$ cat src/rtl/fir_mac_filter.sv
// Time-multiplexed FIR filter: one MAC per clock over a runtime tap count, one output per input sample.
// Define FIR_SATURATE_EN to clamp results to the DATA_W range (and drive Clipped); otherwise results wrap.
module fir_mac_filter #(
    parameter int DATA_W = 24,
    parameter int COEF_W = 16,
    parameter int TAPS   = 32
) (
    input  logic                      Clock,
    input  logic                      Reset,
    input  logic [DATA_W-1:0]         SampleIn,
    input  logic                      SampleValid,
    output logic                      SampleReady,
    input  logic [$clog2(TAPS):0]     TapCount,
    input  logic                      CoefWrite,
    input  logic [$clog2(TAPS)-1:0]   CoefAddr,
    input  logic [COEF_W-1:0]         CoefData,
    output logic                      CoefWriteErr,
    output logic [DATA_W-1:0]         SampleOut,
    output logic                      OutValid,
    output logic                      Clipped
);

    localparam int AW     = $clog2(TAPS);
    localparam int CW     = AW + 1;
    localparam int PROD_W = DATA_W + COEF_W;
    localparam int ACC_W  = PROD_W + AW;

    localparam logic [CW-1:0] TAPS_N = CW'(TAPS);

    localparam logic [1:0] IDLE  = 2'd0;
    localparam logic [1:0] MAC   = 2'd1;
    localparam logic [1:0] ROUND = 2'd2;

    logic [1:0]               state;
    logic [AW-1:0]            wp;
    logic [CW-1:0]            tapN;
    logic [CW-1:0]            k;
    logic signed [ACC_W-1:0]  acc;
    logic signed [DATA_W-1:0] hist [TAPS];
    logic signed [COEF_W-1:0] coef [TAPS];

    logic [DATA_W-1:0]        sampleOutR;
    logic                     outValidR;
    logic                     coefWriteErrR;

    logic                     accept;
    logic                     coefWrEn;
    logic [CW-1:0]            tapSel;
    logic [AW-1:0]            macIdx;
    logic signed [PROD_W-1:0] prod;
    logic [DATA_W-1:0]        roundOut;

`ifdef FIR_SATURATE_EN
    localparam logic signed [ACC_W-1:0] SAT_HI = {{(ACC_W-DATA_W+1){1'b0}}, {(DATA_W-1){1'b1}}};
    localparam logic signed [ACC_W-1:0] SAT_LO = {{(ACC_W-DATA_W+1){1'b1}}, {(DATA_W-1){1'b0}}};
    logic signed [ACC_W-1:0]  rnd;
    logic                     roundClip;
    logic                     clippedR;
`endif

    assign SampleReady  = (state == IDLE) && Reset;
    assign accept       = SampleValid && SampleReady;
    assign coefWrEn     = CoefWrite && SampleReady;
    assign macIdx       = wp - k[AW-1:0];
    assign CoefWriteErr = coefWriteErrR;
    assign SampleOut    = sampleOutR;
    assign OutValid     = outValidR;

    // Tap count of zero or beyond the history depth means "use every tap".
    always_comb begin
        tapSel = TapCount;
        if ((TapCount == CW'(0)) || (TapCount > TAPS_N)) begin
            tapSel = TAPS_N;
        end else begin
            tapSel = TapCount;
        end
    end

    // Product of the k-th newest history sample and coefficient k.
    always_comb begin
        prod = hist[macIdx] * coef[k[AW-1:0]];
    end

`ifdef FIR_SATURATE_EN
    // Floor-scale the accumulator back to sample range and clamp.
    always_comb begin
        rnd       = acc >>> (COEF_W - 1);
        roundOut  = rnd[DATA_W-1:0];
        roundClip = 1'b0;
        if (rnd > SAT_HI) begin
            roundOut  = SAT_HI[DATA_W-1:0];
            roundClip = 1'b1;
        end else if (rnd < SAT_LO) begin
            roundOut  = SAT_LO[DATA_W-1:0];
            roundClip = 1'b1;
        end else begin
            roundOut  = rnd[DATA_W-1:0];
            roundClip = 1'b0;
        end
    end

    assign Clipped = clippedR;
`else
    // Floor-scale with two's-complement wrap: the low DATA_W bits above the Q fraction.
    always_comb begin
        roundOut = acc[COEF_W-1 +: DATA_W];
    end

    assign Clipped = 1'b0;
`endif

    // Coefficient RAM survives reset; writes only land while the block is idle.
    always_ff @(posedge Clock) begin
        if (coefWrEn) begin
            coef[CoefAddr] <= CoefData;
        end
    end

    // Circular sample history, cleared on reset so an aborted run leaves nothing stale.
    always_ff @(posedge Clock or negedge Reset) begin
        if (!Reset) begin
            for (int i = 0; i < TAPS; i++) begin
                hist[i] <= '0;
            end
        end else if (accept) begin
            hist[wp] <= SampleIn;
        end
    end

    // Control FSM, accumulator and registered outputs.
    always_ff @(posedge Clock or negedge Reset) begin
        if (!Reset) begin
            state         <= IDLE;
            wp            <= '0;
            tapN          <= '0;
            k             <= '0;
            acc           <= '0;
            sampleOutR    <= '0;
            outValidR     <= 1'b0;
            coefWriteErrR <= 1'b0;
`ifdef FIR_SATURATE_EN
            clippedR      <= 1'b0;
`endif
        end else begin
            outValidR     <= 1'b0;
            coefWriteErrR <= CoefWrite && (state != IDLE);
`ifdef FIR_SATURATE_EN
            clippedR      <= 1'b0;
`endif
            case (state)
                IDLE: begin
                    if (accept) begin
                        tapN  <= tapSel;
                        acc   <= '0;
                        k     <= '0;
                        state <= MAC;
                    end
                end
                MAC: begin
                    acc <= acc + {{AW{prod[PROD_W-1]}}, prod};
                    k   <= k + CW'(1);
                    if (k == (tapN - CW'(1))) begin
                        state <= ROUND;
                    end
                end
                ROUND: begin
                    sampleOutR <= roundOut;
                    outValidR  <= 1'b1;
`ifdef FIR_SATURATE_EN
                    clippedR   <= roundClip;
`endif
                    wp         <= wp + AW'(1);
                    state      <= IDLE;
                end
                default: begin
                    state <= IDLE;
                end
            endcase
        end
    end

endmodule
$ cat config.mk
export PLATFORM = sky130hd
export DESIGN_NAME = fir_mac_filter
export DESIGN_NICKNAME = d
export VERILOG_FILES = /design/src/rtl/fir_mac_filter.sv
export SDC_FILE = /design/constraint.sdc
export NUM_CORES = 2
export LEC_CHECK = 0
export ABC_AREA = 1
export BUFFER_PORTS_ARGS = -buffer_cell sky130_fd_sc_hd__buf_4
export CAP_MARGIN = 20
export CORE_UTILIZATION = 55
export DETAILED_ROUTE_END_ITERATION = 10
export MAX_ROUTING_LAYER = met4
export PLACE_DENSITY_LB_ADDON = 0.15
export SLEW_MARGIN = 20
export SYNTH_ARGS = -nofsm -noshare
export SYNTH_HDL_FRONTEND = slang
export SYNTH_SLANG_ARGS = --single-unit
$ cat constraint.sdc
create_clock -name Clock -period 18.4 [get_ports Clock]
set_input_delay 0 -clock Clock [delete_from_list [all_inputs] [get_ports Clock]]
set_output_delay 0 -clock Clock [all_outputs]
set_load 0.02 [all_outputs]
* After elaboration in Yosys (flattened, before gate mapping) *
Memory sizes are Yosys's and may differ from the RTL's.
Index checks and enable logic that the tools add are counted.

storage, ports and cells
  flip-flop bits (word level) = 858
  input port bits = 55
  output and inout port bits = 28
  logic and storage cells = 88
  RAM bits = 512
  memories = 1

memory list
  name  words  width  rd ports  clocked after memory_dff  write ports  RTL line  RTL
  coef  32     16     1         0                         1            40        logic signed [COEF_W-1:0] coef [TAPS];

operators by class
  equality and inequality tests = 5
  bitwise logic cells = 2
  mux-type cells = 17
  $add $sub $neg = 5
  order comparisons = 4
  reduce and logical (&&, ||, !) cells = 13
  multipliers = 1

operators with widths
  kind                                                                           number
  768-bit bitwise mux                                                            1
  24-bit binary-select mux with 5-bit select                                     1
  24-bit demux with 5-bit select                                                 1
  45-bit case mux with 2 select lines                                            1
  24-bit 2-to-1 mux                                                              3
  45-bit adder                                                                   1
  45-bit 2-to-1 mux                                                              1
  24-bit by 16-bit multiplier with 40-bit output                                 1
  6-bit greater-or-equal comparator (second input constant)                      2
  6-bit 2-to-1 mux                                                               2
  5-bit NOT with 6-bit output                                                    2
  6-bit case mux with 2 select lines                                             1
  6-bit by 1-bit adder with 6-bit output (second input constant)                 1
  6-bit equality test                                                            1
  6-bit greater-than comparator (second input constant)                          1
  6-bit zero test                                                                1
  6-bit by 1-bit less-than comparator with 1-bit output (second input constant)  1
  2-bit AND reduction                                                            3
  6-bit by 1-bit subtractor with 6-bit output (second input constant)            1
  5-bit by 1-bit adder with 5-bit output (second input constant)                 1
  1-bit logical AND                                                              5
  5-bit subtractor                                                               1
  2-bit 2-to-1 mux                                                               2
  2-bit inequality test (second input constant)                                  2
  7 further kinds                                                                10

* Longest topological paths before layout *
  word-level depth = 8
  mapped depth = 56
  gate-level depth less buffers = 51

* Worst setup path before layout *
Ideal clock, no wire load.

  path type = register -> register
  start point = reg k[2]
  end point = reg acc[38]
  clock period less this slack = 8.944 ns
  data required time = 18.282 ns
  cell stages (with the launch flop) = 48
  path slack = 9.456 ns
  path buffers = 6
  setup time = 0.118 ns
  arrival time = 8.826 ns
  path through = dfrtp_1 inv_1 buf_2 buf_2 buf_2 ha_1 xnor2_1 buf_2 clkbuf_1 buf_2 nand2_1 nand3_1 o211ai_1 nand2_1 nor2_1 fa_1 inv_1 fa_1 [12 not listed] a21oi_1 o21bai_1 a21o_1 nand2_1 nand2_1 xor2_1 ha_1 nand2_1 nor2_1 inv_1 nor4_1 nand4_1 nand3_1 nand3_1 nand2_1 nand2_1 nand3_1 nand2_1

on the way
  cells in the longest elaborated chain, start to end = 8
  elaborated cells between the ends (all ways) = 9
  those cells by class = 2 x add/sub; 1 x mul; 4 x mux; 1 x bitwise; 1 x memory

RTL lines
  item                                                  RTL line  RTL
  from (decl)                                           37        logic [CW-1:0] k;
  from (signal assigned)                                161       k <= k + CW'(1);
  5-bit subtractor                                      64        assign macIdx = wp - k[AW-1:0];
  5-bit NOT with 6-bit output (implied by the code)     81        prod = hist[macIdx] * coef[k[AW-1:0]];
  24-bit binary-select mux with 5-bit select            81
  24-bit 2-to-1 mux (implied by the code) (2 in a row)  81
  24-bit by 16-bit multiplier with 40-bit output (*)    81
  45-bit adder (*)                                      160       acc <= acc + {{AW{prod[PROD_W-1]}}, prod};
  45-bit case mux with 2 select lines (*)               150       case (state)
  to (signal assigned)                                  160
  to (decl)                                             38        logic signed [ACC_W-1:0] acc;

Mark *: on every way between the ends. The rest lies on a longest branch, timed or not. The select of a mux whose other input is x is not followed.
A chain may end at the register's enable or synchronous reset.

* Final worst setup path *
  start point = reg k[0]
  end point = reg acc[38]

The elaborated chain is that of the path after synthesis.

==> run_summary.xml <==
<?xml version="1.0" encoding="UTF-8"?>
<metrics>
  <group name="timing">
    <metric name="finalMaxSlewViolations" unit="">0</metric>
    <metric name="worst-slew-pin-transition" unit="ns">1.13</metric>
    <metric name="final-hold-violation-count" unit="">0</metric>
    <metric name="report.final.setup_viol" unit="">0</metric>
    <metric name="rsz0062_at_grt" unit="">no</metric>
    <metric name="timing.setup.tns" unit="ns">0</metric>
    <metric name="post-route-period-util" unit="">0.671</metric>
    <metric name="clock-skew-final" unit="ns">0.0399</metric>
    <metric name="post-route-min-period" unit="ns">12.35</metric>
    <metric name="max_freq" unit="MHz">81.0</metric>
    <metric name="finalHoldWorstSlack" unit="ns">0.0308</metric>
    <metric name="slew-limit-headroom" unit="">0.246</metric>
  </group>
  <group name="synth">
    <metric name="ys_seq_elements" unit="">1364</metric>
    <metric name="yosys.area.top_type_share" unit="">0.285</metric>
    <metric name="syn_area" unit="um^2">74700</metric>
    <metric name="synthTopCellsByArea" unit="">sky130_fd_sc_hd__dfrtp_1 (29%), sky130_fd_sc_hd__edfxtp_1 (21%), sky130_fd_sc_hd__fa_1 (9.9%)</metric>
    <metric name="post_synth.cell_area_avg" unit="um^2">9.12</metric>
    <metric name="combinational_family_with_the_most_area_after_synthesis" unit="">compound AO/OA/AOI/OAI gates</metric>
    <metric name="yosys.area.top_type" unit="">sky130_fd_sc_hd__dfrtp_1</metric>
    <metric name="post_synth_inst_count" unit="">8193</metric>
    <metric name="post_synth_num_cell_types" unit="">58</metric>
    <metric name="synth-compound-area-share" unit="">0.157</metric>
    <metric name="synth_adder_area_share" unit="">0.124</metric>
    <metric name="synthesis.yosys.warnings" unit="">0</metric>
    <metric name="xor_xnor_portion_of_the_synthesized_cell_area" unit="">0.00896</metric>
    <metric name="syn_nets" unit="">8764</metric>
    <metric name="synthMuxAreaShare" unit="">0</metric>
    <metric name="synth_simple_gate_area_frac" unit="">0.142</metric>
    <metric name="synth_seq_area_share" unit="">0.491</metric>
  </group>
  <group name="layout">
    <metric name="final_core_util" unit="">0.609</metric>
    <metric name="nets" unit="">8667</metric>
    <metric name="fillerInstances" unit="">11400</metric>
    <metric name="area.growth.synth_to_final" unit="%">9.35</metric>
    <metric name="design_area" unit="um^2">81700</metric>
    <metric name="drive_above_1_share" unit="">0.0623</metric>
  </group>
  <group name="worst_setup_path">
    <metric name="path_class" unit="">reg2reg</metric>
    <metric name="wp_data_required" unit="ns">19.06</metric>
    <metric name="crit_path_dat" unit="ns">13.01</metric>
    <metric name="cpPeakStageDelay" unit="ns">1.36</metric>
    <metric name="worst-path-max-fanout" unit="">67</metric>
    <metric name="cp_slowest_cell" unit="">sky130_fd_sc_hd__fa_4</metric>
    <metric name="worst_setup_start_kind" unit="">flop</metric>
    <metric name="crit_top_cell" unit="">sky130_fd_sc_hd__nand2_1</metric>
    <metric name="critPathCaptureType" unit="">flop</metric>
  </group>
  <group name="min_path">
    <metric name="min_path_type" unit="">in2reg</metric>
  </group>
  <group name="placement">
    <metric name="dp_hpwl" unit="um">136000</metric>
    <metric name="port_buffers" unit="">81</metric>
    <metric name="routabilityCongestion" unit="">1.01</metric>
    <metric name="postPlaceCellArea" unit="um^2">76200</metric>
  </group>
  <group name="grt">
    <metric name="grt_use_total" unit="">0.329</metric>
    <metric name="initial_antenna_violation_count" unit="">2</metric>
    <metric name="grt.overflow.total" unit="">0</metric>
    <metric name="grt_pass1_wl" unit="um">337000</metric>
    <metric name="grt_pass1_vias" unit="">57200</metric>
    <metric name="grt_max_degree" unit="">201</metric>
  </group>
  <group name="cts">
    <metric name="ctsRootBufferMaster" unit="">sky130_fd_sc_hd__clkbuf_16</metric>
    <metric name="cts-htree-levels" unit="">4</metric>
    <metric name="clock_path_buffers" unit="">3</metric>
    <metric name="worstSkewPairLatency" unit="ns">0.79</metric>
    <metric name="numCtsBuffers" unit="">146</metric>
    <metric name="cts_tree" unit="">yes</metric>
    <metric name="cts.clk_slew.worst_paths" unit="ns">0.06</metric>
    <metric name="clock_sinks" unit="">1364</metric>
  </group>
  <group name="drt">
    <metric name="avgViaCountPerCell" unit="">5.84</metric>
    <metric name="drcViolationCount" unit="">0</metric>
    <metric name="initialDrtViolationCount" unit="">6400</metric>
    <metric name="post_drt_wl_per_cell" unit="um">21.6</metric>
    <metric name="dr_total_vias" unit="">58200</metric>
    <metric name="remaining_number_of_nets_flagged_by_the_antenna_check_after_routing" unit="">0</metric>
    <metric name="totalWireLength" unit="um">215000</metric>
    <metric name="drtPass1Iterations" unit="">8</metric>
  </group>
  <group name="status">
    <metric name="outcome" unit="">finished clean</metric>
  </group>
  <group name="die">
    <metric name="ioPinCount" unit="">83</metric>
    <metric name="rows" unit="">134</metric>
    <metric name="floorplan.die_area" unit="um^2">137000</metric>
    <metric name="initial_core_util" unit="">0.557</metric>
    <metric name="vertical_extent_of_the_die" unit="um">371</metric>
    <metric name="die_width" unit="um">371</metric>
    <metric name="total_core_area" unit="um^2">134000</metric>
  </group>
  <group name="job">
    <metric name="drv_cap" unit="">0</metric>
  </group>
</metrics>
-- timing repair --
action | in CTS | in global routing
hold buffers | 79 | 0
gates resized for setup | 0 | 0
buffers inserted | 0 | 0
hold endpoints to repair | 1424 | 0
-- per-layer routing --
| metal | global-route usage | vias to the layer above | share of wire |
|---|---|---|---|
| li1 | - | 26800 | - |
| met1 | 0.437 | 28600 | 0.42 |
| met2 | 0.509 | 2382 | 0.47 |
| met3 | 0.0516 | 456 | 0.076 |
| met4 | 0.126 | 0 | 0.040 |
| met5 | - | - | 0 |
-- worst paths after layout --
kind                         startpoint             to  slack (ns)  depth (start not counted)
hold reg to reg                hist[70]       hist[70]        0.48                          2
max in group asynchronous         Reset      hist[333]       15.40                          7
hold / removal             SampleIn[15]      hist[639]        0.03                          4
setup reg to reg                   k[0]        acc[38]        6.05                         45
min in group asynchronous         Reset  SampleOut[15]        0.06                          3
setup / recovery                   k[0]        acc[38]        6.05                         45
-- stage by stage --
step,instances,setup slack (ns)
final,9976,6.05
after CTS,9973,6.09
after global placement,9635,6.12
after detailed placement,9635,6.13
after floorplan,8193,9.46
after global routing,9976,5.11
-- synthesized netlist by cell type (all sizes together) --
library cell and instances:
nand2 1843, o21ai 1198, inv 858, dfrtp 852, nor2 611, a21oi 566, edfxtp 512, fa 370
buf 276, clkbuf 253, nand3 212, ha 146, o22ai 96, a221oi 88, xor2 43, a32o 38
xnor2 30, nor3 25, o211ai 25, nand4 23, a22oi 22, a31oi 18, a21o 17, a31o 17
o221ai 9, o21bai 8, nor4 7, o31ai 5, a211oi 4, a21boi 3, o21a 3, or2 3
clkinv 2, o32ai 2, a2111oi 1, a22o 1, a311o 1, and3 1, conb 1, nand3b 1
nor3b 1, o2111ai 1
-- critical path, delay by kind of cell, from the launching register on --
family | cells | cell delay [ns]
flops | 1 | 0.59
buf+inv | 10 | 2.22
simple gates | 16 | 2.43
fa+ha+maj | 10 | 5.22
compound gates | 8 | 1.57
xor+xnor | 1 | 0.11
-- kinds of logic (layout without fill, tap and decap cells) --
kind of cell / after synthesis / count (layout)
AOI/OAI and AO/OA: 2123 / 2123
xor gates and xnor gates: 73 / 73
adders and majority gates: 516 / 516
buffers and inverters: 1389 / 1403
DFF: 1364 / 1364
other: 1 / 2
and+or+nand+nor: 2727 / 2727
-- cell type report --
type	instances	area [um^2]	share of cell area
repair buffers	284	2410	0.0296
diodes	1	2.50	0.0000306
clock buffers	218	4250	0.0520
flip-flops and latches	1364	36700	0.449
inverters	860	3250	0.0398
multi-input cells	5440	32500	0.397
clock inverters	41	427	0.00522
well taps	1768	2210	0.0271
-- sequential cells by signal (all words and copies together), names as in the netlist --
| signal | cells |
|---|---|
| acc | 39 |
| state | 2 |
| tapN | 6 |
| coef | 512 |
| SampleOut | 24 |
| k | 6 |
| OutValid | 1 |
| wp | 5 |
| CoefWriteErr | 1 |
| hist | 768 |
-- placed cells by master, fill, tap and decap left out, drive strengths merged, types with 9 or more instances in the layout --
| cell | count |
|---|---|
| a221oi | 88 |
| dlygate4sd3 | 79 |
| a22oi | 22 |
| clkinv | 27 |
| a21o | 17 |
| xnor2 | 30 |
| o211ai | 25 |
| nand4 | 23 |
| buf | 205 |
| nor2 | 611 |
| nand3 | 212 |
| o21ai | 1198 |
| nand2 | 1843 |
| ha | 146 |
| dfrtp | 852 |
| xor2 | 43 |
| a31o | 17 |
| clkbuf | 218 |
| inv | 867 |
| nor3 | 25 |
| a21oi | 566 |
| a31oi | 18 |
| edfxtp | 512 |
| o22ai | 96 |
| a32o | 38 |
| fa | 370 |
| o221ai | 9 |
Power is not shown: default switching activity piles up to over one toggle a cycle in this logic, so the estimate is an artifact.
